File: config.mk
export PLATFORM = sky130hd
export DESIGN_NAME = keypad_matrix_scanner
export DESIGN_NICKNAME = d
export VERILOG_FILES = /design/src/rtl/keypad_pkg.sv /design/src/rtl/keypad_tick_gen.sv /design/src/rtl/keypad_matrix_scanner.sv
export SDC_FILE = /design/constraint.sdc
export NUM_CORES = 1
export LEC_CHECK = 0
export ABC_AREA = 1
export CORE_MARGIN = 3
export CORE_UTILIZATION = 49
export DETAILED_ROUTE_END_ITERATION = 10
export HOLD_SLACK_MARGIN = 0.15
export PLACE_DENSITY = 0.69
export SLEW_MARGIN = 10
export SYNTH_ARGS = -nofsm -noshare
export SYNTH_HDL_FRONTEND = slang
export SYNTH_SLANG_ARGS = --single-unit
File: constraint.sdc
create_clock -name clk -period 4.3 [get_ports clk]
set_input_delay 1.29 -clock clk [delete_from_list [all_inputs] [get_ports clk]]
set_output_delay 1.29 -clock clk [all_outputs]
set_load 0.01 [all_outputs]
File: src/rtl/keypad_pkg.sv
// Shared types and column-pattern helpers for the keypad matrix scanner.
// The helpers take a fixed-width bit vector, so callers zero-extend their column bus.
package keypad_pkg;

   typedef enum logic [1:0] {SCAN, DEB_PRESS, HELD, DEB_REL} kp_state_t;

   localparam int MAX_COLS = 32;

   function automatic logic is_onehot(input logic [MAX_COLS-1:0] bits);
      return (bits != '0) && ((bits & (bits - MAX_COLS'(1))) == '0);
   endfunction

   function automatic int onehot_index(input logic [MAX_COLS-1:0] bits);
      int idx;
      idx = 0;
      for (int i = 0; i < MAX_COLS; i++) begin
         if (bits[i]) idx = i;
      end
      return idx;
   endfunction

endpackage

File: src/rtl/keypad_tick_gen.sv
// Free-running divider: one-clk tick every SCAN_DIV clocks, on the last count.
// Latency: tick is combinational from the counter; no backpressure.
module keypad_tick_gen #(
   parameter int SCAN_DIV = 12000
) (
   input  logic clk,
   input  logic reset,
   output logic tick
);

   localparam int CW = $clog2(SCAN_DIV) + 1;
   localparam logic [CW-1:0] LAST = CW'(SCAN_DIV - 1);

   logic [CW-1:0] cnt;

   always_ff @(posedge clk or posedge reset) begin
      if (reset) begin
         cnt <= '0;
      end else if (cnt == LAST) begin
         cnt <= '0;
      end else begin
         cnt <= cnt + CW'(1);
      end
   end

   assign tick = (cnt == LAST);

endmodule

File: src/rtl/keypad_matrix_scanner.sv
// Row-scanning keypad reader with press/release debounce and optional auto-repeat.
// Latency: 2-clk column sync, decisions on scan ticks, strobes one clk after the tick; no backpressure.
module keypad_matrix_scanner
   import keypad_pkg::*;
#(
   parameter int ROWS           = 4,
   parameter int COLS           = 4,
   parameter int SCAN_DIV       = 12000,
   parameter int DEBOUNCE_TICKS = 20,
   parameter int REPEAT_TICKS   = 0
) (
   input  logic                          clk,
   input  logic                          reset,
   input  logic [COLS-1:0]               col,
   output logic [ROWS-1:0]               row_drive,
   output logic [$clog2(ROWS*COLS)-1:0]  key_code,
   output logic                          key_valid,
   output logic                          key_release,
   output logic                          key_held
);

   localparam int RW = $clog2(ROWS);
   localparam int CW = $clog2(COLS);
   localparam int KW = $clog2(ROWS*COLS);
   localparam int DW = $clog2(DEBOUNCE_TICKS) + 1;
   localparam int PW = $clog2(REPEAT_TICKS > 0 ? REPEAT_TICKS : 1) + 1;
   localparam logic [DW-1:0] DEB_LAST = DW'(DEBOUNCE_TICKS);
   localparam logic [PW-1:0] RPT_LAST = PW'(REPEAT_TICKS);
   localparam logic [RW-1:0] ROW_LAST = RW'(ROWS - 1);

   logic            tick;
   logic [COLS-1:0] col_meta, col_sync;
   kp_state_t       state, state_nxt;
   logic [RW-1:0]   row_idx, row_nxt, row_adv;
   logic [CW-1:0]   lat_col, lat_col_nxt, hit_col, acc_col;
   logic [DW-1:0]   deb_cnt, deb_nxt;
   logic [PW-1:0]   rpt_cnt, rpt_nxt;
   logic [KW-1:0]   code_nxt;
   logic            held_nxt;
   logic            valid_evt, release_evt;
   logic            do_accept, do_release;
   logic            key_bit, hit_onehot;
   logic [COLS-1:0] lat_onehot;

   keypad_tick_gen #(
      .SCAN_DIV (SCAN_DIV)
   ) u_tick_gen (
      .clk   (clk),
      .reset (reset),
      .tick  (tick)
   );

   always_ff @(posedge clk or posedge reset) begin
      if (reset) begin
         col_meta <= '0;
         col_sync <= '0;
      end else begin
         col_meta <= col;
         col_sync <= col_meta;
      end
   end

   assign row_drive  = ROWS'(1) << row_idx;
   assign row_adv    = (row_idx == ROW_LAST) ? '0 : row_idx + RW'(1);
   assign hit_onehot = is_onehot(MAX_COLS'(col_sync));
   assign hit_col    = CW'(onehot_index(MAX_COLS'(col_sync)));
   assign lat_onehot = COLS'(1) << lat_col;
   assign key_bit    = col_sync[lat_col];

   always_comb begin
      state_nxt   = state;
      row_nxt     = row_idx;
      lat_col_nxt = lat_col;
      deb_nxt     = deb_cnt;
      rpt_nxt     = rpt_cnt;
      code_nxt    = key_code;
      held_nxt    = key_held;
      valid_evt   = 1'b0;
      release_evt = 1'b0;
      do_accept   = 1'b0;
      do_release  = 1'b0;
      acc_col     = lat_col;

      if (tick) begin
         unique case (state)
            SCAN: begin
               if (hit_onehot) begin
                  lat_col_nxt = hit_col;
                  acc_col     = hit_col;
                  if (DEBOUNCE_TICKS == 1) begin
                     do_accept = 1'b1;
                  end else begin
                     deb_nxt   = DW'(1);
                     state_nxt = DEB_PRESS;
                  end
               end else begin
                  row_nxt = row_adv;
               end
            end
            DEB_PRESS: begin
               if (col_sync == lat_onehot) begin
                  deb_nxt = deb_cnt + DW'(1);
                  if (deb_cnt + DW'(1) == DEB_LAST) do_accept = 1'b1;
               end else begin
                  deb_nxt   = '0;
                  row_nxt   = row_adv;
                  state_nxt = SCAN;
               end
            end
            HELD: begin
               if (key_bit) begin
                  // Other bits in the locked row are deliberately ignored here.
                  if (REPEAT_TICKS > 0) begin
                     if (rpt_cnt + PW'(1) == RPT_LAST) begin
                        valid_evt = 1'b1;
                        rpt_nxt   = '0;
                     end else begin
                        rpt_nxt = rpt_cnt + PW'(1);
                     end
                  end
               end else if (DEBOUNCE_TICKS == 1) begin
                  do_release = 1'b1;
               end else begin
                  deb_nxt   = DW'(1);
                  state_nxt = DEB_REL;
               end
            end
            DEB_REL: begin
               if (!key_bit) begin
                  deb_nxt = deb_cnt + DW'(1);
                  if (deb_cnt + DW'(1) == DEB_LAST) do_release = 1'b1;
               end else begin
                  // A bounce back to pressed keeps the repeat phase.
                  state_nxt = HELD;
               end
            end
            default: state_nxt = SCAN;
         endcase

         if (do_accept) begin
            code_nxt  = KW'(row_idx) * KW'(COLS) + KW'(acc_col);
            valid_evt = 1'b1;
            held_nxt  = 1'b1;
            rpt_nxt   = '0;
            state_nxt = HELD;
         end
         if (do_release) begin
            release_evt = 1'b1;
            held_nxt    = 1'b0;
            deb_nxt     = '0;
            row_nxt     = row_adv;
            state_nxt   = SCAN;
         end
      end
   end

   always_ff @(posedge clk or posedge reset) begin
      if (reset) begin
         state    <= SCAN;
         row_idx  <= '0;
         lat_col  <= '0;
         deb_cnt  <= '0;
         rpt_cnt  <= '0;
         key_code <= '0;
         key_held <= 1'b0;
      end else if (tick) begin
         state    <= state_nxt;
         row_idx  <= row_nxt;
         lat_col  <= lat_col_nxt;
         deb_cnt  <= deb_nxt;
         rpt_cnt  <= rpt_nxt;
         key_code <= code_nxt;
         key_held <= held_nxt;
      end
   end

   always_ff @(posedge clk or posedge reset) begin
      if (reset) begin
         key_valid   <= 1'b0;
         key_release <= 1'b0;
      end else begin
         key_valid   <= valid_evt;
         key_release <= release_evt;
      end
   end

endmodule
==> out/qor.log, run 1 <==
INFO  sta            setup-violations-final=0
INFO  final_layout   n_fill_cell=392
INFO  final_layout   diodes=0
INFO  synth          synth.ff_latch_count=42
INFO  grt            grt_max_degree=33
INFO  sta            fin_worst_skew=0.00665ns
INFO  floorplan      placementRows=24
INFO  worst_setup_path arrival=1.51ns
INFO  worst_setup_path origin_of_the_worst_setup_path=row_idx[0]
INFO  synth          syn-mean-instance-area=8.11squm
INFO  power          power.switching=0.000153W
INFO  cts            cts_sinks=42
INFO  cts            clock_insertion_delay_at_the_later_pin_of_the_skew_report=0.29ns
INFO  synth          post-synth-top-area-cell=sky130_fd_sc_hd__dfrtp_1
INFO  synth          part_of_the_yosys_area_used_for_sequential_elements=46.3%
INFO  route          postRouteAntennaNets=0
INFO  final_layout   final_layout_size_suffix_gt1_share=14.2%
INFO  final_layout   num-nets-final=314
INFO  sta            holdWs=0.352ns
INFO  grt            grt_overflow_total=0
INFO  worst_setup_path critical_path_class=reg -> out
INFO  floorplan      floorplan.io_pins=17
INFO  sta            timing.setup.tns=0ns
INFO  route          drt-total-wl=4140um
INFO  grt            grt.total_usage=17.4%
INFO  floorplan      starting_density=51.4%
INFO  synth          synth_top_cells_by_area=sky130_fd_sc_hd__dfrtp_1 (46%), sky130_fd_sc_hd__nand2_1 (12%), sky130_fd_sc_hd__nand3_1 (6.2%)
INFO  route          routedWlPerCell=11.7um
INFO  synth          synth_top_area_share=46.3%
INFO  cts            cts_buffer_count=5
INFO  worst_setup_path setup.worst_path.end_class=output port
INFO  grt            grt_pass1_wl=7310um
INFO  placement      dp_hpwl=3250um
INFO  route          residual_drc=0
INFO  sta            grt_setup_unrepaired=no
INFO  floorplan      design.core.area=4410squm
INFO  final_layout   layout-area-overhead-vs-synth=15.6%
INFO  sta            min_period_over_period=65.0%
INFO  grt            first_global_vias=1,657
INFO  worst_setup_path crit_path_max_fanout=5
INFO  cts            post_cts.repair.setup_buffers=0
INFO  run            timing.max_cap.violations=0
INFO  synth          syn_nets=292
INFO  cts            htree_num_levels=2
INFO  synth          synth-warning-count=0
INFO  cts            cts_resized=0
INFO  worst_setup_path crit_required=3.01ns
INFO  floorplan      die_footprint=5480squm
INFO  placement      placement.io_buffers=16
INFO  min_path       worstHoldStart=col_meta[0]
INFO  power          power.share.switching=19.3%
INFO  cts            cts_root_buffer=sky130_fd_sc_hd__clkbuf_8
INFO  cts            cts_hold_buf=0
INFO  run_status     run_status=complete, no violations
INFO  grt            grt_antenna_before_repair=0
INFO  sta            post-route-min-period=2.80ns
INFO  power          seq_power_share=50.5%
INFO  final_layout   multi_input_combinational_cell_area=1040squm
INFO  route          drt_pre_antenna_iters=4
INFO  route          viasPerCell=5.00
INFO  route          dr_vias=1,776
INFO  sta            max_slew_headroom=73.6%
INFO  power          power.static_leakage=1.30nW
INFO  synth          synth_cell_type_count=28
INFO  synth          netlist_area=2270squm
INFO  synth          synthesis.instances=280
INFO  floorplan      floorplan.die.width=74.1um
INFO  min_path       hold_class=reg -> reg
INFO  cts            clock_tree.buffer_depth=2
INFO  placement      globalplace.congestion=0.857
INFO  sta            final_count_of_pins_violating_max_slew=0
INFO  worst_setup_path crit-reg2reg-launch=u_tick_gen.cnt[0]
INFO  final_layout   area.sequential=1050squm
INFO  power          combinationalPowerShare=3.6%
INFO  sta            timing.final.ws_setup=1.50ns
INFO  sta            hold_viol=0
INFO  cts            cts_tree=done
INFO  placement      dp_worst_setup_slack=1.82ns
INFO  power          p_clk_share=45.9%
INFO  power          vdd.ir_drop.worst=0.191mV
INFO  floorplan      chipHeight=74.1um
INFO  sta            worst_pin_slew=0.396ns
INFO  power          power.total=0.000793W
INFO  power          power-per-cell-area=302nW/um^2
INFO  route          drt-initial-drc-count=102
INFO  cts            path_clk_slew=0.08ns
INFO  sta            achievable-frequency=0.358GHz
INFO  worst_setup_path worstSetupStartpointType=flip-flop
INFO  power          power.internal=0.000641W
## Yosys cell counts
cell,count
sky130_fd_sc_hd__nand2_1,72
sky130_fd_sc_hd__dfrtp_1,42
sky130_fd_sc_hd__inv_1,34
sky130_fd_sc_hd__nand3_1,28
sky130_fd_sc_hd__nor2_1,18
sky130_fd_sc_hd__inv_2,9
sky130_fd_sc_hd__o21ai_0,8
sky130_fd_sc_hd__o21ai_1,8
sky130_fd_sc_hd__nor2_2,7
sky130_fd_sc_hd__nor3_1,7
sky130_fd_sc_hd__a21oi_1,6
sky130_fd_sc_hd__ha_1,6
sky130_fd_sc_hd__nor2_4,5
sky130_fd_sc_hd__nand3_2,4
sky130_fd_sc_hd__nand4_1,4
sky130_fd_sc_hd__o21a_1,4
sky130_fd_sc_hd__xor2_1,4
sky130_fd_sc_hd__nand2_2,3
sky130_fd_sc_hd__nor3_2,2
sky130_fd_sc_hd__buf_2,1
sky130_fd_sc_hd__buf_6,1
sky130_fd_sc_hd__clkinv_2,1
sky130_fd_sc_hd__nand2_4,1
sky130_fd_sc_hd__nand3_4,1
sky130_fd_sc_hd__nor3_4,1
sky130_fd_sc_hd__nor3b_1,1
sky130_fd_sc_hd__o21bai_1,1
sky130_fd_sc_hd__xnor2_1,1
## kinds of logic (layout without fill, tap and decap cells)
| kind of cell | count (synthesis) | after routing | synth area share [%] |
|---|---|---|---|
| xor gates and xnor gates | 5 | 5 | 1.93 |
| buffers and inverters | 46 | 69 | 8.05 |
| and+or+nand+nor | 154 | 154 | 33.9 |
| AOI/OAI and AO/OA | 27 | 27 | 6.51 |
| adders and majority gates | 6 | 6 | 3.31 |
| DFF | 42 | 42 | 46.3 |
## registers in the layout (all words and copies together) (netlist names), 2 cells and up
signal / cells
deb_cnt: 6
row_idx: 2
col_meta: 4
state: 2
col_sync: 4
lat_col: 2
u_tick_gen.cnt: 15
key_code: 4
## power groups by stage
stage	Sequential [W]	Clock, W	Combinational, W
after floorplan	0.000408	0	0.0000191
after global placement	0.000409	0	0.0000289
after detailed placement	0.000409	0	0.0000291
after CTS	0.000401	0.000377	0.0000292
after global routing	0.000401	0.000390	0.0000330
final	0.000401	0.000364	0.0000283
## final timing paths
| kind | endpoint | slack, ns | cells past startpoint |
|---|---|---|---|
| max in group asynchronous | deb_cnt[1] | 2.29 | 3 |
| worst max-delay path | row_drive[2] | 1.50 | 3 |
| worst min register to register | col_sync[0] | 0.35 | 0 |
| worst max register to register | state[1] | 2.38 | 10 |
| min in group asynchronous | u_tick_gen.cnt[11] | 1.27 | 2 |
| worst min-delay path | col_sync[0] | 0.35 | 0 |
## final cells by class
| cell class | instances | share of cell area, % |
|---|---|---|
| flip-flops and latches | 42 | 40.1 |
| well taps | 52 | 2.48 |
| inverters | 44 | 6.34 |
| clock inverters | 3 | 2.62 |
| repair buffers | 17 | 6.39 |
| clock buffers | 5 | 2.62 |
| multi-input cells | 192 | 39.5 |
## cell usage in the layout (no fill, tap or decap)
master / count
sky130_fd_sc_hd__clkinv_2: 1
sky130_fd_sc_hd__nand2_4: 1
sky130_fd_sc_hd__bufinv_16: 2
sky130_fd_sc_hd__nor2_4: 5
sky130_fd_sc_hd__nand3_4: 1
sky130_fd_sc_hd__nand3_2: 4
sky130_fd_sc_hd__o21a_1: 4
sky130_fd_sc_hd__clkbuf_8: 5
sky130_fd_sc_hd__nand2_1: 72
sky130_fd_sc_hd__xnor2_1: 1
sky130_fd_sc_hd__clkinv_4: 1
sky130_fd_sc_hd__o21bai_1: 1
sky130_fd_sc_hd__xor2_1: 4
sky130_fd_sc_hd__inv_2: 9
sky130_fd_sc_hd__nor3b_1: 1
sky130_fd_sc_hd__o21ai_1: 8
sky130_fd_sc_hd__dfrtp_1: 42
sky130_fd_sc_hd__inv_1: 34
sky130_fd_sc_hd__nor2_1: 18
sky130_fd_sc_hd__ha_1: 6
sky130_fd_sc_hd__nand4_1: 4
sky130_fd_sc_hd__nand3_1: 28
sky130_fd_sc_hd__nand2_2: 3
sky130_fd_sc_hd__clkdlybuf4s50_1: 16
sky130_fd_sc_hd__o21ai_0: 8
sky130_fd_sc_hd__nor3_1: 7
sky130_fd_sc_hd__nor3_2: 2
sky130_fd_sc_hd__nor2_2: 7
sky130_fd_sc_hd__buf_4: 1
sky130_fd_sc_hd__nor3_4: 1
sky130_fd_sc_hd__a21oi_1: 6
## worst max-delay path: stages, from the launching register on
cell and delay (ns):
sky130_fd_sc_hd__dfrtp_1 0.43, sky130_fd_sc_hd__inv_1 0.12, sky130_fd_sc_hd__ha_1 0.15, sky130_fd_sc_hd__clkdlybuf4s50_1 0.53
## per-stage QoR
stage | utilization (%) | instances | cell area, sq um
4_1_cts | 59.4 | 355 | 2620
3_5_place_dp | 56.3 | 347 | 2490
5_1_grt | 59.4 | 355 | 2620
3_3_place_gp | 56.3 | 347 | 2490
6_report | 59.4 | 355 | 2620
2_1_floorplan | - | 280 | 2270
## per-layer routing
| layer | vias up | wire (um) | track usage [%] |
|---|---|---|---|
| met4 | 0 | 83 | 7.04 |
| li1 | 940 | - | - |
| met1 | 811 | 1940 | 22.5 |
| met5 | - | 0 | 0 |
| met2 | 15 | 2020 | 28.4 |
| met3 | 10 | 88 | 3.78 |
No activity file was read; power rests on OpenSTA's default activity.
==> inputs of run 2 (changes only) <==
PLACE_DENSITY = 0.71   (was 0.69)
clock period = 2.25 ns   (was 4.3 ns; I/O delays follow)
==> out/qor.log, run 2 (synthesis gave the netlist of run 1 again) <==
INFO  worst_setup_path worstSetupStartpointType=flip-flop
INFO  grt            grt_overflow_total=0 [unchanged]
INFO  min_path       worstHoldPathCells=0 [unchanged]
INFO  final_layout   num-nets-final=315 [+0.32%]
INFO  route          drt-initial-drc-count=107 [+4.9%]
INFO  worst_setup_path crit_path_max_fanout=4 [-1]
INFO  cts            cts_hold_buf=0 [unchanged]
INFO  grt            first_global_vias=1,767 [+6.6%]
INFO  cts            cts_sinks=42 [unchanged]
INFO  min_path       holdPathEnd=col_sync[2]
INFO  cts            cts_buffer_count=5 [unchanged]
INFO  route          residual_drc=0 [unchanged]
INFO  power          power.static_leakage=1.29nW [-0.84%]
INFO  worst_setup_path crit_required=1.57ns [-1.44 ns]
INFO  sta            post-route-min-period=2.17ns
INFO  final_layout   finalInstanceArea=2600squm [-0.81%]
INFO  placement      detailed_place.area=2490squm [unchanged]
INFO  final_layout   top_regs=u_tick_gen.cnt: 15 flops, deb_cnt: 6 flops
INFO  placement      placement.io_buffers=16 [unchanged]
INFO  route          dr_vias=1,773 [-0.17%]
INFO  cts            cts_tree=done
INFO  floorplan      design.core.area=4410squm [unchanged]
INFO  final_layout   instances_no_fill=356 [+0.28%]
INFO  worst_setup_path worst_r2r_endpoint=deb_cnt[0]
INFO  route          postRouteAntennaNets=0 [unchanged]
INFO  sta            final_count_of_pins_violating_max_slew=0 [unchanged]
INFO  final_layout   most_common_library_cell_in_the_layout_ignoring_fill_and_taps=sky130_fd_sc_hd__nand2_1
INFO  sta            min_period_over_period=96.5%
INFO  placement      numPlacedInstances=347 [unchanged]
INFO  worst_setup_path setup.worst_path.end_class=output port
INFO  cts            htree_num_levels=2 [unchanged]
INFO  grt            grt_max_degree=43 [+30%]
INFO  sta            hold_viol=0 [unchanged]
INFO  run_status     run_status=complete, no violations
INFO  run            timing.max_cap.violations=0 [unchanged]
INFO  final_layout   n_fill_cell=398 [+1.5%]
INFO  floorplan      floorplan.io_pins=17 [unchanged]
INFO  sta            timing.final.ws_setup=0.0783ns [-1.42 ns]
INFO  sta            max_slew_headroom=65.4% [-8.2 points]
INFO  sta            fin_worst_skew=0.00918ns [+0.00252 ns]
INFO  floorplan      die_footprint=5480squm [unchanged]
INFO  cts            clock_tree.buffer_depth=2 [unchanged]
INFO  grt            grt_pass1_wl=7520um [+2.9%]
INFO  final_layout   diodes=0 [unchanged]
INFO  floorplan      chipHeight=74.1um [unchanged]
INFO  floorplan      placementRows=24 [unchanged]
INFO  placement      dp_worst_setup_slack=0.353ns [-1.46 ns]
INFO  floorplan      starting_density=51.4% [unchanged]
INFO  route          routedWlPerCell=11.4um [-1.8%]
INFO  final_layout   finish.utilization=59.0% [-0.48 points]
INFO  final_layout   largest_register=u_tick_gen.cnt
INFO  final_layout   layout-area-overhead-vs-synth=14.7%
INFO  cts            cts_root_buffer=sky130_fd_sc_hd__clkbuf_8
INFO  power          vdd.ir_drop.worst=0.456mV [+140%]
INFO  worst_setup_path regToRegSetupSlack=0.44ns [-1.94 ns]
INFO  cts            path_clk_slew=0.08ns [about the same]
INFO  final_layout   final_layout_size_suffix_gt1_share=13.8% [-0.38 points]
INFO  route          drt_pre_antenna_iters=5 [+1]
INFO  min_path       hold_class=reg -> reg
INFO  placement      dp_hpwl=3030um [-7.0%]
INFO  worst_setup_path critical_path_class=reg -> out
INFO  power          power-per-cell-area=536nW/um^2 [+77%]
INFO  worst_setup_path arrival=1.50ns [about the same]
INFO  min_path       worstHoldStart=col_meta[2]
INFO  worst_setup_path reg2reg_depth=9 [-1]
INFO  route          viasPerCell=4.98 [-0.45%]
INFO  worst_setup_path crit-reg2reg-launch=u_tick_gen.cnt[0]
INFO  placement      globalplace.congestion=0.897 [+4.7%]
INFO  sta            setup-violations-final=0 [unchanged]
INFO  sta            achievable-frequency=0.460GHz
INFO  floorplan      floorplan.die.width=74.1um [unchanged]
INFO  sta            worst_pin_slew=0.519ns [+0.123 ns]
INFO  final_layout   largest_register_ff_count=15 [unchanged]
INFO  grt            grt.total_usage=17.4% [+0.052 points]
INFO  final_layout   mostFrequentLayoutCells=sky130_fd_sc_hd__nand2_1 (72), sky130_fd_sc_hd__dfrtp_1 (42), sky130_fd_sc_hd__inv_1 (34)
INFO  cts            clock_insertion_delay_at_the_later_pin_of_the_skew_report=0.29ns [about the same]
INFO  route          drt-total-wl=4080um [-1.5%]
INFO  grt            grt_antenna_before_repair=0 [unchanged]
INFO  sta            holdWs=0.343ns [-0.00893 ns]
-- run 2: changes by cell type in the layout (fill, tap and decap cells not counted), sizes merged --
| cell | change |
|---|---|
| clkbuf | +2 |
| bufinv | -1 |
| buf | +1 |
| dlymetal6s2s | +1 |
| clkdlybuf4s50 | -1 |
| clkinv | -1 |
-- run 2: stage by stage --
step,setup TNS [ns],total power [W]
5_1_grt,-0.00353,0.00145
3_5_place_dp,0,0.000837
3_3_place_gp,0,0.000837
6_report,0,0.00140
4_1_cts,0,0.00142
2_1_floorplan,0,0.000816
-- run 2: critical path, cell delays in order, from the launching register on --
cell and delay [ns]:
sky130_fd_sc_hd__dfrtp_1 0.42, sky130_fd_sc_hd__inv_1 0.11, sky130_fd_sc_hd__ha_1 0.15, sky130_fd_sc_hd__clkdlybuf4s50_1 0.53
-- run 2: final cells by class --
class,instances,area [sq um],share of cell area [%]
clock inverter,1,30.0,1.15
sequential,42,1050,40.4
inverter,44,166,6.39
tap,52,65.1,2.50
timing repair buffer,18,178,6.83
clock buffer,7,76.3,2.93
multi-input combinational,192,1040,39.8
-- run 2: worst max path at each step --
stage / endpoint / startpoint / cells after the start
after floorplan: col_meta[0] / reset / 1
after global placement: row_drive[0] / row_idx[0] / 3
after detailed placement: row_drive[0] / row_idx[0] / 3
after CTS: row_drive[0] / row_idx[0] / 3
after global routing: row_drive[2] / row_idx[0] / 3
final: row_drive[2] / row_idx[0] / 3
-- run 2: what timing repair did --
| action | CTS | global route |
|---|---|---|
| buffers inserted | 0 | 1 |
| endpoints found under the hold margin | 0 | 0 |
| endpoints found under the setup margin | 0 | 2 |
| gates resized for setup | 0 | 1 |
-- run 2: per-layer routing --
layer,up-vias,share of wire [%],track usage [%]
met5,-,0,0
met1,825,47,21.9
met4,0,0.32,6.24
li1,932,-,-
met2,14,50,29.8
met3,2,2.5,3.65
-- run 2: power breakdown --
| part | switching, W | total (W) | internal [W] | leakage (nW) |
|---|---|---|---|---|
| combinational | 0.0000362 | 0.0000549 | 0.0000188 | 0.683 |
| clock | 0.000243 | 0.000575 | 0.000332 | 0.0524 |
| sequential | 0.00000430 | 0.000766 | 0.000762 | 0.554 |
==> inputs of run 3 (changes only) <==
CORE_ASPECT_RATIO = 0.5   (was unset)
SLEW_MARGIN = 40   (was 10)
==> out/qor.log, run 3 (synthesis gave the netlist of run 1 again) <==
INFO  sta            holdWs=0.346ns [+0.00306 ns]
INFO  cts            cts_buffer_count=5 [unchanged]
INFO  power          vdd.ir_drop.worst=0.297mV [-35%]
INFO  final_layout   final_layout_size_suffix_gt1_share=14.2% [+0.42 points]
INFO  route          residual_drc=0 [unchanged]
INFO  worst_setup_path crit_required=1.57ns [about the same]
INFO  route          routedWlPerCell=12.0um [+4.7%]
INFO  placement      globalplace.congestion=0.859 [-4.3%]
INFO  grt            first_global_vias=1,715 [-2.9%]
INFO  route          viasPerCell=5.15 [+3.4%]
INFO  worst_setup_path regToRegSetupSlack=0.38ns [-0.06 ns]
INFO  worst_setup_path critical_path_class=reg -> out
INFO  grt            grt_overflow_total=0 [unchanged]
INFO  power          power-per-cell-area=547nW/um^2 [+2.0%]
INFO  route          drt-total-wl=4270um [+4.7%]
INFO  sta            final_count_of_pins_violating_max_slew=0 [unchanged]
INFO  worst_setup_path worstSetupStartpointType=flip-flop
INFO  route          dr_vias=1,834 [+3.4%]
INFO  sta            post-route-min-period=2.17ns [-0.00187 ns]
INFO  floorplan      die_footprint=5530squm [+0.90%]
INFO  sta            fin_worst_skew=0.00530ns [-0.00388 ns]
INFO  worst_setup_path crit_path_max_fanout=5 [+1]
INFO  sta            timing.setup.tns=0ns [unchanged]
INFO  final_layout   most_common_library_cell_in_the_layout_ignoring_fill_and_taps=sky130_fd_sc_hd__nand2_1
INFO  placement      placement.io_buffers=16 [unchanged]
INFO  grt            grt_pass1_wl=7330um [-2.5%]
INFO  cts            cts_resized=0 [unchanged]
INFO  floorplan      starting_density=54.5% [+3.1 points]
INFO  cts            cts_hold_buf=0 [unchanged]
INFO  placement      dp_hpwl=3200um [+5.8%]
INFO  min_path       hold_class=reg -> reg
INFO  worst_setup_path cpPeakStageDelay=0.53ns [about the same]
INFO  final_layout   num-nets-final=314 [-0.32%]
INFO  cts            cts_root_buffer=sky130_fd_sc_hd__clkbuf_8
INFO  grt            grt_antenna_before_repair=0 [unchanged]
INFO  cts            clock_tree.buffer_depth=2 [unchanged]
INFO  worst_setup_path crit_path_top_delay_cell=sky130_fd_sc_hd__clkdlybuf4s50_1
INFO  grt            grt_max_degree=43 [unchanged]
INFO  final_layout   largest_register=u_tick_gen.cnt
INFO  floorplan      floorplan.io_pins=17 [unchanged]
INFO  sta            achievable-frequency=0.461GHz [about the same]
INFO  floorplan      placementRows=16 [-33%]
INFO  floorplan      design.core.area=4160squm [-5.7%]
INFO  route          postRouteAntennaNets=0 [unchanged]
INFO  power          power.static_leakage=1.31nW [+1.5%]
INFO  worst_setup_path critPathTopFamily=buffers and inverters
INFO  final_layout   diodes=0 [unchanged]
INFO  run_status     run_status=complete, no violations
INFO  cts            htree_num_levels=2 [unchanged]
INFO  cts            post_cts.repair.setup_buffers=0 [unchanged]
INFO  final_layout   top_regs=u_tick_gen.cnt: 15 flops, deb_cnt: 6 flops
INFO  cts            cts_tree=done
INFO  worst_setup_path critical_path.n_buffers_inverters=2 [unchanged]
INFO  worst_setup_path arrival=1.49ns [about the same]
INFO  worst_setup_path setup.worst_path.end_class=output port
INFO  floorplan      chipHeight=54.1um [-27%]
INFO  sta            max_slew_headroom=65.1% [-0.24 points]
INFO  route          drt-initial-drc-count=128 [+20%]
INFO  sta            worst_pin_slew=0.523ns [+0.00357 ns]
INFO  worst_setup_path worstPathCellList=inv_2 -> ha_1 -> clkdlybuf4s50_1
INFO  run            timing.max_cap.violations=0 [unchanged]
INFO  final_layout   layout-area-overhead-vs-synth=14.7% [about the same]
INFO  cts            cts_sinks=42 [unchanged]
INFO  sta            grt_setup_unrepaired=no
INFO  final_layout   largest_register_ff_count=15 [unchanged]
INFO  sta            setup-violations-final=0 [unchanged]
INFO  sta            hold_viol=0 [unchanged]
INFO  final_layout   mostFrequentLayoutCells=sky130_fd_sc_hd__nand2_1 (72), sky130_fd_sc_hd__dfrtp_1 (42), sky130_fd_sc_hd__inv_1 (33)
INFO  cts            path_clk_slew=0.08ns [about the same]
INFO  cts            clock_insertion_delay_at_the_later_pin_of_the_skew_report=0.29ns [about the same]
INFO  sta            min_period_over_period=96.4% [about the same]
INFO  floorplan      floorplan.die.width=102um [+38%]
INFO  route          drt_pre_antenna_iters=4 [-1]
INFO  grt            grt.total_usage=17.5% [+0.037 points]
==> run 3: through the flow <==
stage / cell area, sq um / std cells / setup slack [ns] / utilization (%) / total power, W
4_1_cts: 2600 / 356 / 0.0267 / 62.5 / 0.00145
3_5_place_dp: 2490 / 349 / 0.356 / 59.8 / 0.000837
5_1_grt: 2600 / 356 / 0.00929 / 62.5 / 0.00148
3_3_place_gp: 2490 / 349 / 0.403 / 59.8 / 0.000836
2_1_floorplan: 2270 / 280 / 0.601 / - / 0.000816
6_report: 2600 / 356 / 0.0801 / 62.5 / 0.00142
==> run 3: metal layers <==
metal	track usage [%]	part of all wire (%)
met2	30.5	48
met5	0	0
met1	21.2	48
met3	4.66	3.8
met4	6.32	0.77
==> run 3: final cells by class <==
class                      count  area, sq um
sequential                    42         1050
fill                         364         1560
clock buffer                   6         82.6
timing repair buffer          17          170
tap                           54         67.6
multi-input combinational    192         1040
inverter                      44          166
clock inverter                 1         30.0
==> run 3: where the power goes <==
group / internal (W) / switching [W] / total, W
registers: 0.000761 / 0.00000452 / 0.000766
logic: 0.0000188 / 0.0000368 / 0.0000556
clock network: 0.000355 / 0.000248 / 0.000603
==> run 3: worst register-to-register path: cells and delay by family (launching register included) <==
family	cells	cell delay (ns)
adders and majority gates	1	0.20
and+or+nand+nor	7	1.00
DFF	1	0.38
buffers and inverters	2	0.20
==> run 3: final timing paths <==
path | from | to | cells after the start
max | row_idx[0] | row_drive[2] | 3
min | col_meta[1] | col_sync[1] | 0
max reg2reg | u_tick_gen.cnt[0] | state[1] | 10
min reg2reg | col_meta[1] | col_sync[1] | 0
max in group asynchronous | reset | key_code[2] | 3
min in group asynchronous | reset | u_tick_gen.cnt[8] | 3
